[config.mk]
export PLATFORM = sky130hd
export DESIGN_NAME = toggle_period_meter
export DESIGN_NICKNAME = d
export VERILOG_FILES = /design/src/rtl/toggle_period_meter_pkg.sv /design/src/rtl/toggle_period_meter_sync.sv /design/src/rtl/toggle_period_meter.sv
export SDC_FILE = /design/constraint.sdc
export NUM_CORES = 1
export LEC_CHECK = 0
export CAP_MARGIN = 20
export CORE_ASPECT_RATIO = 0.8
export CORE_MARGIN = 1.5
export CORE_UTILIZATION = 45
export CTS_CLUSTER_SIZE = 20
export DETAILED_ROUTE_END_ITERATION = 10
export PLACE_DENSITY = 0.69
export SKIP_LAST_GASP = 1
export SYNTH_ARGS = -nofsm -noshare
export SYNTH_HDL_FRONTEND = slang
export SYNTH_SLANG_ARGS = --single-unit
[constraint.sdc]
create_clock -name clk -period 3.4 [get_ports clk]
set_input_delay 0.51 -clock clk [delete_from_list [all_inputs] [get_ports clk]]
set_output_delay 0.51 -clock clk [all_outputs]
set_load 0.01 [all_outputs]
[src/rtl/toggle_period_meter_pkg.sv]
// Shared definitions for the toggle period meter: width helper and FSM state encoding.
package toggle_period_meter_pkg;

  typedef enum logic [1:0] {
    StIdle = 2'd0,
    StArm  = 2'd1,
    StMeas = 2'd2
  } meter_state_e;

  // Smallest r such that 2**r >= n.
  function automatic int unsigned ceil_log2(input int unsigned n);
    int unsigned r;
    r = 0;
    for (int unsigned i = 0; i < 32; i++) begin
      if ((32'd1 << i) < n) begin
        r = i + 1;
      end
    end
    return r;
  endfunction

endpackage

[src/rtl/toggle_period_meter_sync.sv]
// Synchronizes an asynchronous strobe and produces single-cycle rise/fall indications.
module sync_edge_detect #(
  parameter int unsigned SYNC_STAGES = 2
) (
  input  logic clk,
  input  logic reset,
  input  logic d_async,
  output logic level,
  output logic rise,
  output logic fall
);

  logic [SYNC_STAGES-1:0] sync_q;
  logic                   level_d_q;

  // Synchronizer chain plus one delayed copy of the synchronized level.
  always_ff @(posedge clk) begin
    if (!reset) begin
      sync_q    <= '0;
      level_d_q <= 1'b0;
    end else begin
      sync_q    <= {sync_q[SYNC_STAGES-2:0], d_async};
      level_d_q <= sync_q[SYNC_STAGES-1];
    end
  end

  // Edge indications compare the current and previous synchronized level.
  always_comb begin
    level = sync_q[SYNC_STAGES-1];
    rise  = level & ~level_d_q;
    fall  = ~level & level_d_q;
  end

endmodule

[src/rtl/toggle_period_meter.sv]
// Measures rise-to-rise period and rise-to-fall high time of a slow toggling input.
module toggle_period_meter
  import toggle_period_meter_pkg::*;
#(
  parameter int unsigned MAX_COUNT   = 1024,
  parameter int unsigned NBITS       = ceil_log2(MAX_COUNT) + 1,
  parameter int unsigned SYNC_STAGES = 2
) (
  input  logic             clk,
  input  logic             reset,
  input  logic             enable,
  input  logic             sig_in,
  output logic [NBITS-1:0] period,
  output logic [NBITS-1:0] high_time,
  output logic             valid,
  output logic             overflow
);

  localparam logic [NBITS-1:0] MaxCnt = NBITS'(MAX_COUNT);
  localparam logic [NBITS-1:0] One    = NBITS'(1);

  meter_state_e     state_q, state_d;
  logic [NBITS-1:0] cnt_q, cnt_d;
  logic [NBITS-1:0] period_q, period_d;
  logic [NBITS-1:0] high_q, high_d;
  logic             valid_q, valid_d;
  logic             ovf_q, ovf_d;
  logic [NBITS-1:0] cnt_inc;

  logic sig_level;
  logic sig_rise;
  logic sig_fall;

  sync_edge_detect #(
    .SYNC_STAGES(SYNC_STAGES)
  ) u_sync (
    .clk    (clk),
    .reset  (reset),
    .d_async(sig_in),
    .level  (sig_level),
    .rise   (sig_rise),
    .fall   (sig_fall)
  );

  // Next-state logic; priority is enable=0 > rise > timeout > fall.
  always_comb begin
    state_d  = state_q;
    cnt_d    = cnt_q;
    period_d = period_q;
    high_d   = high_q;
    valid_d  = 1'b0;
    ovf_d    = ovf_q;
    cnt_inc  = cnt_q + One;

    if (!enable) begin
      state_d = StIdle;
      cnt_d   = '0;
    end else begin
      unique case (state_q)
        StIdle: begin
          cnt_d   = '0;
          state_d = StArm;
        end
        StArm: begin
          // A level already high on entry is not a rise, so wait for a real edge.
          cnt_d = '0;
          if (sig_rise) begin
            state_d = StMeas;
          end
        end
        StMeas: begin
          if (sig_rise) begin
            // A rise on the timeout cycle still counts, giving period == MAX_COUNT.
            period_d = cnt_inc;
            cnt_d    = '0;
            valid_d  = 1'b1;
            ovf_d    = 1'b0;
          end else if (cnt_inc == MaxCnt) begin
            ovf_d   = 1'b1;
            cnt_d   = '0;
            state_d = StArm;
          end else begin
            cnt_d = cnt_inc;
            if (sig_fall) begin
              high_d = cnt_inc;
            end
          end
        end
        default: begin
          state_d = StIdle;
          cnt_d   = '0;
        end
      endcase
    end
  end

  // State, counter and result registers with synchronous active-low reset.
  always_ff @(posedge clk) begin
    if (!reset) begin
      state_q  <= StIdle;
      cnt_q    <= '0;
      period_q <= '0;
      high_q   <= '0;
      valid_q  <= 1'b0;
      ovf_q    <= 1'b0;
    end else begin
      state_q  <= state_d;
      cnt_q    <= cnt_d;
      period_q <= period_d;
      high_q   <= high_d;
      valid_q  <= valid_d;
      ovf_q    <= ovf_d;
    end
  end

  // Results are driven straight from their registers.
  always_comb begin
    period    = period_q;
    high_time = high_q;
    valid     = valid_q;
    overflow  = ovf_q;
  end

endmodule
==> results.py <==
metrics = {
    "logic_synthesis": {
        "synth.top_cell.area_share_pct": 44.0,
        "synth-main-ff-cell": "dfxtp_1",
        "yosys.area.top_type": "dfxtp_1",
        "synth_area_leaders": "dfxtp_1 (44%), buf_6 (4.3%), a311oi_1 (3.4%)",
        "synth.ff_latch_count": 40,
        "synth_warnings": 0,
        "synth-edff-count": 0,
        "synth.distinct_cells": 45,
        "synthArstFlopShare_pct": 0,
        "avgSynthCellArea_um2": 9.48,
        "postSynthCellCount": 192,
        "synth_nets": 197,
        "yosysSeqAreaShare_pct": 44.0,
        "syn_area_um2": 1820,
    },
    "outcome": {
        "status": "finished, final reports clean",
    },
    "critical_path": {
        "worst_ep_arrival_time_ns": 2.66,
        "path_delay_family": "simple AND/OR/NAND/NOR gates",
        "critPathLaunchType": "flop",
        "crit_fanout": 10,
        "max_stage_delay_ns": 0.52,
        "worst-path-buf-inv": 0,
        "crit_slowest_cell": "nor3_4",
        "critical_path.most_common_cell": "nand4_1",
        "worstPathCellList": "ha_1 > nand4_1 > o21ai_0 > nand4_1 > nor3_4 > o311a_1",
        "cp-end-kind": "flop",
        "crit_type": "reg -> reg",
        "required_ns": 3.64,
    },
    "routing": {
        "wl_met1_um": 1950,
        "dr.pass1.iters": 4,
        "ant_nets": 0,
        "highest_layer": "met4",
        "vias_per_cell": 5.57,
        "wl_um": 4120,
        "drt_iter0_drc": 98,
        "routedWlPerCell_um": 15.1,
        "wl_met3_um": 205,
        "wl_met2_um": 1910,
        "drc": 0,
        "routed-via-count": 1516,
    },
    "timing": {
        "rsz0062_at_grt": "false",
        "timing.final.crit_period_ns": 2.42,
        "fin_ws_ns": 0.985,
        "tightest_slew_ns": 0.619,
        "fin_tns_setup_ns": 0,
        "slew_viol_final": 0,
        "setup_viol": 0,
        "fin_crit_sh_pct": 71.0,
        "max-slew-margin-rel_pct": 58.6,
        "hold_viol": 0,
        "clock_skew_ns": 0.00502,
        "fin_hold_ws_ns": 0.448,
        "fmax_mhz": 414,
    },
    "floorplan": {
        "die_area_um2": 4440,
        "core_um2": 3830,
        "die_w_um": 74.1,
        "ios": 28,
        "rows": 20,
        "fp.dieH_um": 59.9,
        "start_util_pct": 47.5,
    },
    "clock_tree": {
        "cts_resized": 0,
        "path_clk_slew_ns": 0.07,
        "cts_hold_buf": 0,
        "ctsRootBufferMaster": "clkbuf_8",
        "clock-sinks": 40,
        "cts_max_path_buffers": 2,
        "cts_buffers": 5,
        "cts-htree-levels": 2,
        "postCtsSetupBuffers": 0,
        "clock_latency_ns": 0.29,
        "cts_tree": "yes",
    },
    "grt": {
        "antenna_found_initial": 0,
        "grt_use_total_pct": 20.5,
        "grt_first_pass_wirelength_um": 6760,
        "grt_pass1_vias": 1387,
        "grt_max_degree": 19,
        "overflow": 0,
    },
    "placement": {
        "dp_slack_ns": 0.943,
        "gp_congestion": 0.866,
        "dpl.hpwl_um": 2980,
        "numPortBuffers": 27,
    },
    "finish": {
        "syn_to_final_growth_pct": 18.0,
        "antenna_cells": 0,
        "layout-drive-gt1-share_pct": 8.29,
        "final_core_util_pct": 56.1,
        "most-common-layout-cells": "dfxtp_1 (40), clkdlybuf4s50_1 (27), nand2_1 (16)",
        "fin_nets": 222,
        "layout_commonest_cell": "dfxtp_1",
    },
    "min_path": {
        "hold_class": "reg -> reg",
    },
    "pwr": {
        "total_power_uw": 787,
        "vdd_drop_max_mv": 0.271,
        "power.leakage_nw": 0.720,
        "powerDensity_nw_per_um2": 366,
    },
    "run": {
        "maxCapViolations": 0,
    },
}
==> report_power, final <==
part / leakage, nW / switching, mW / total (mW) / internal, mW
Clock: 0.0410 / 0.158 / 0.298 / 0.139
Sequential: 0.323 / 0.00142 / 0.472 / 0.470
Combinational: 0.356 / 0.00959 / 0.0171 / 0.00747
Total: 0.720 / 0.169 / 0.787 / 0.617
==> per-stage QoR <==
stage                     cell area (um2)  std cells
after floorplan                      1820        192
after global placement               2070        265
after detailed placement             2070        265
after CTS                            2150        272
after global routing                 2150        272
final                                2150        272
==> path summary, 6_finish.rpt <==
kind                          from  cells after the start                to  slack [ns]
hold / removal    u_sync.sync_q[0]                      1  u_sync.sync_q[1]        0.45
setup reg to reg          cnt_q[0]                      6      high_time[7]        0.98
setup / recovery          cnt_q[0]                      6      high_time[7]        0.98
hold reg to reg   u_sync.sync_q[0]                      1  u_sync.sync_q[1]        0.45
==> state kept, by name (all words and copies together), names as in the netlist <==
register / flops
overflow: 1
state_q: 2
u_sync.sync_q: 2
high_time: 11
cnt_q: 11
valid: 1
u_sync.level_d_q: 1
period: 11
==> per-layer routing <==
| layer | vias up | GRT usage [%] |
|---|---|---|
| li1 | 750 | - |
| met1 | 718 | 27.6 |
| met2 | 43 | 31.0 |
| met3 | 5 | 6.24 |
| met4 | 0 | 7.41 |
| met5 | - | 0 |
==> area by class of cell <==
type,instances,area (um2)
Fill cell,340,1680
Clock buffer,6,72.6
Timing Repair Buffer,29,285
Multi-Input combinational cell,128,867
Sequential cell,40,801
Clock inverter,1,5.00
Inverter,13,48.8
Tap cell,55,68.8
==> cells by family after synthesis <==
logic type               share of synthesized area, %
flip-flops                                       44.0
AO/OA/AOI/OAI                                    20.0
AND/OR/NAND/NOR                                  21.2
adder cells (fa/ha/maj)                         0.687
buffers and inverters                            8.38
XOR/XNOR                                         5.70
==> Yosys cell counts (3+ instances only) <==
library cell / instances
nand4_1: 5
a311oi_1: 7
o21ai_0: 12
o211ai_1: 4
a211oi_1: 7
dfxtp_1: 40
inv_1: 12
xnor2_1: 6
nor2_1: 7
buf_6: 7
or3_1: 3
xor2_1: 4
nor3_1: 7
nand3_1: 12
nand2_1: 16
and2_1: 5
and4_1: 3
==> worst reg2reg max path, cell delays in order (launching register included) <==
cell     delay [ns]
dfxtp_1        0.50
ha_1           0.31
nand4_1        0.13
o21ai_0        0.40
nand4_1        0.28
nor3_4         0.52
o311a_1        0.23
No activity file was read; power rests on OpenSTA's default activity.
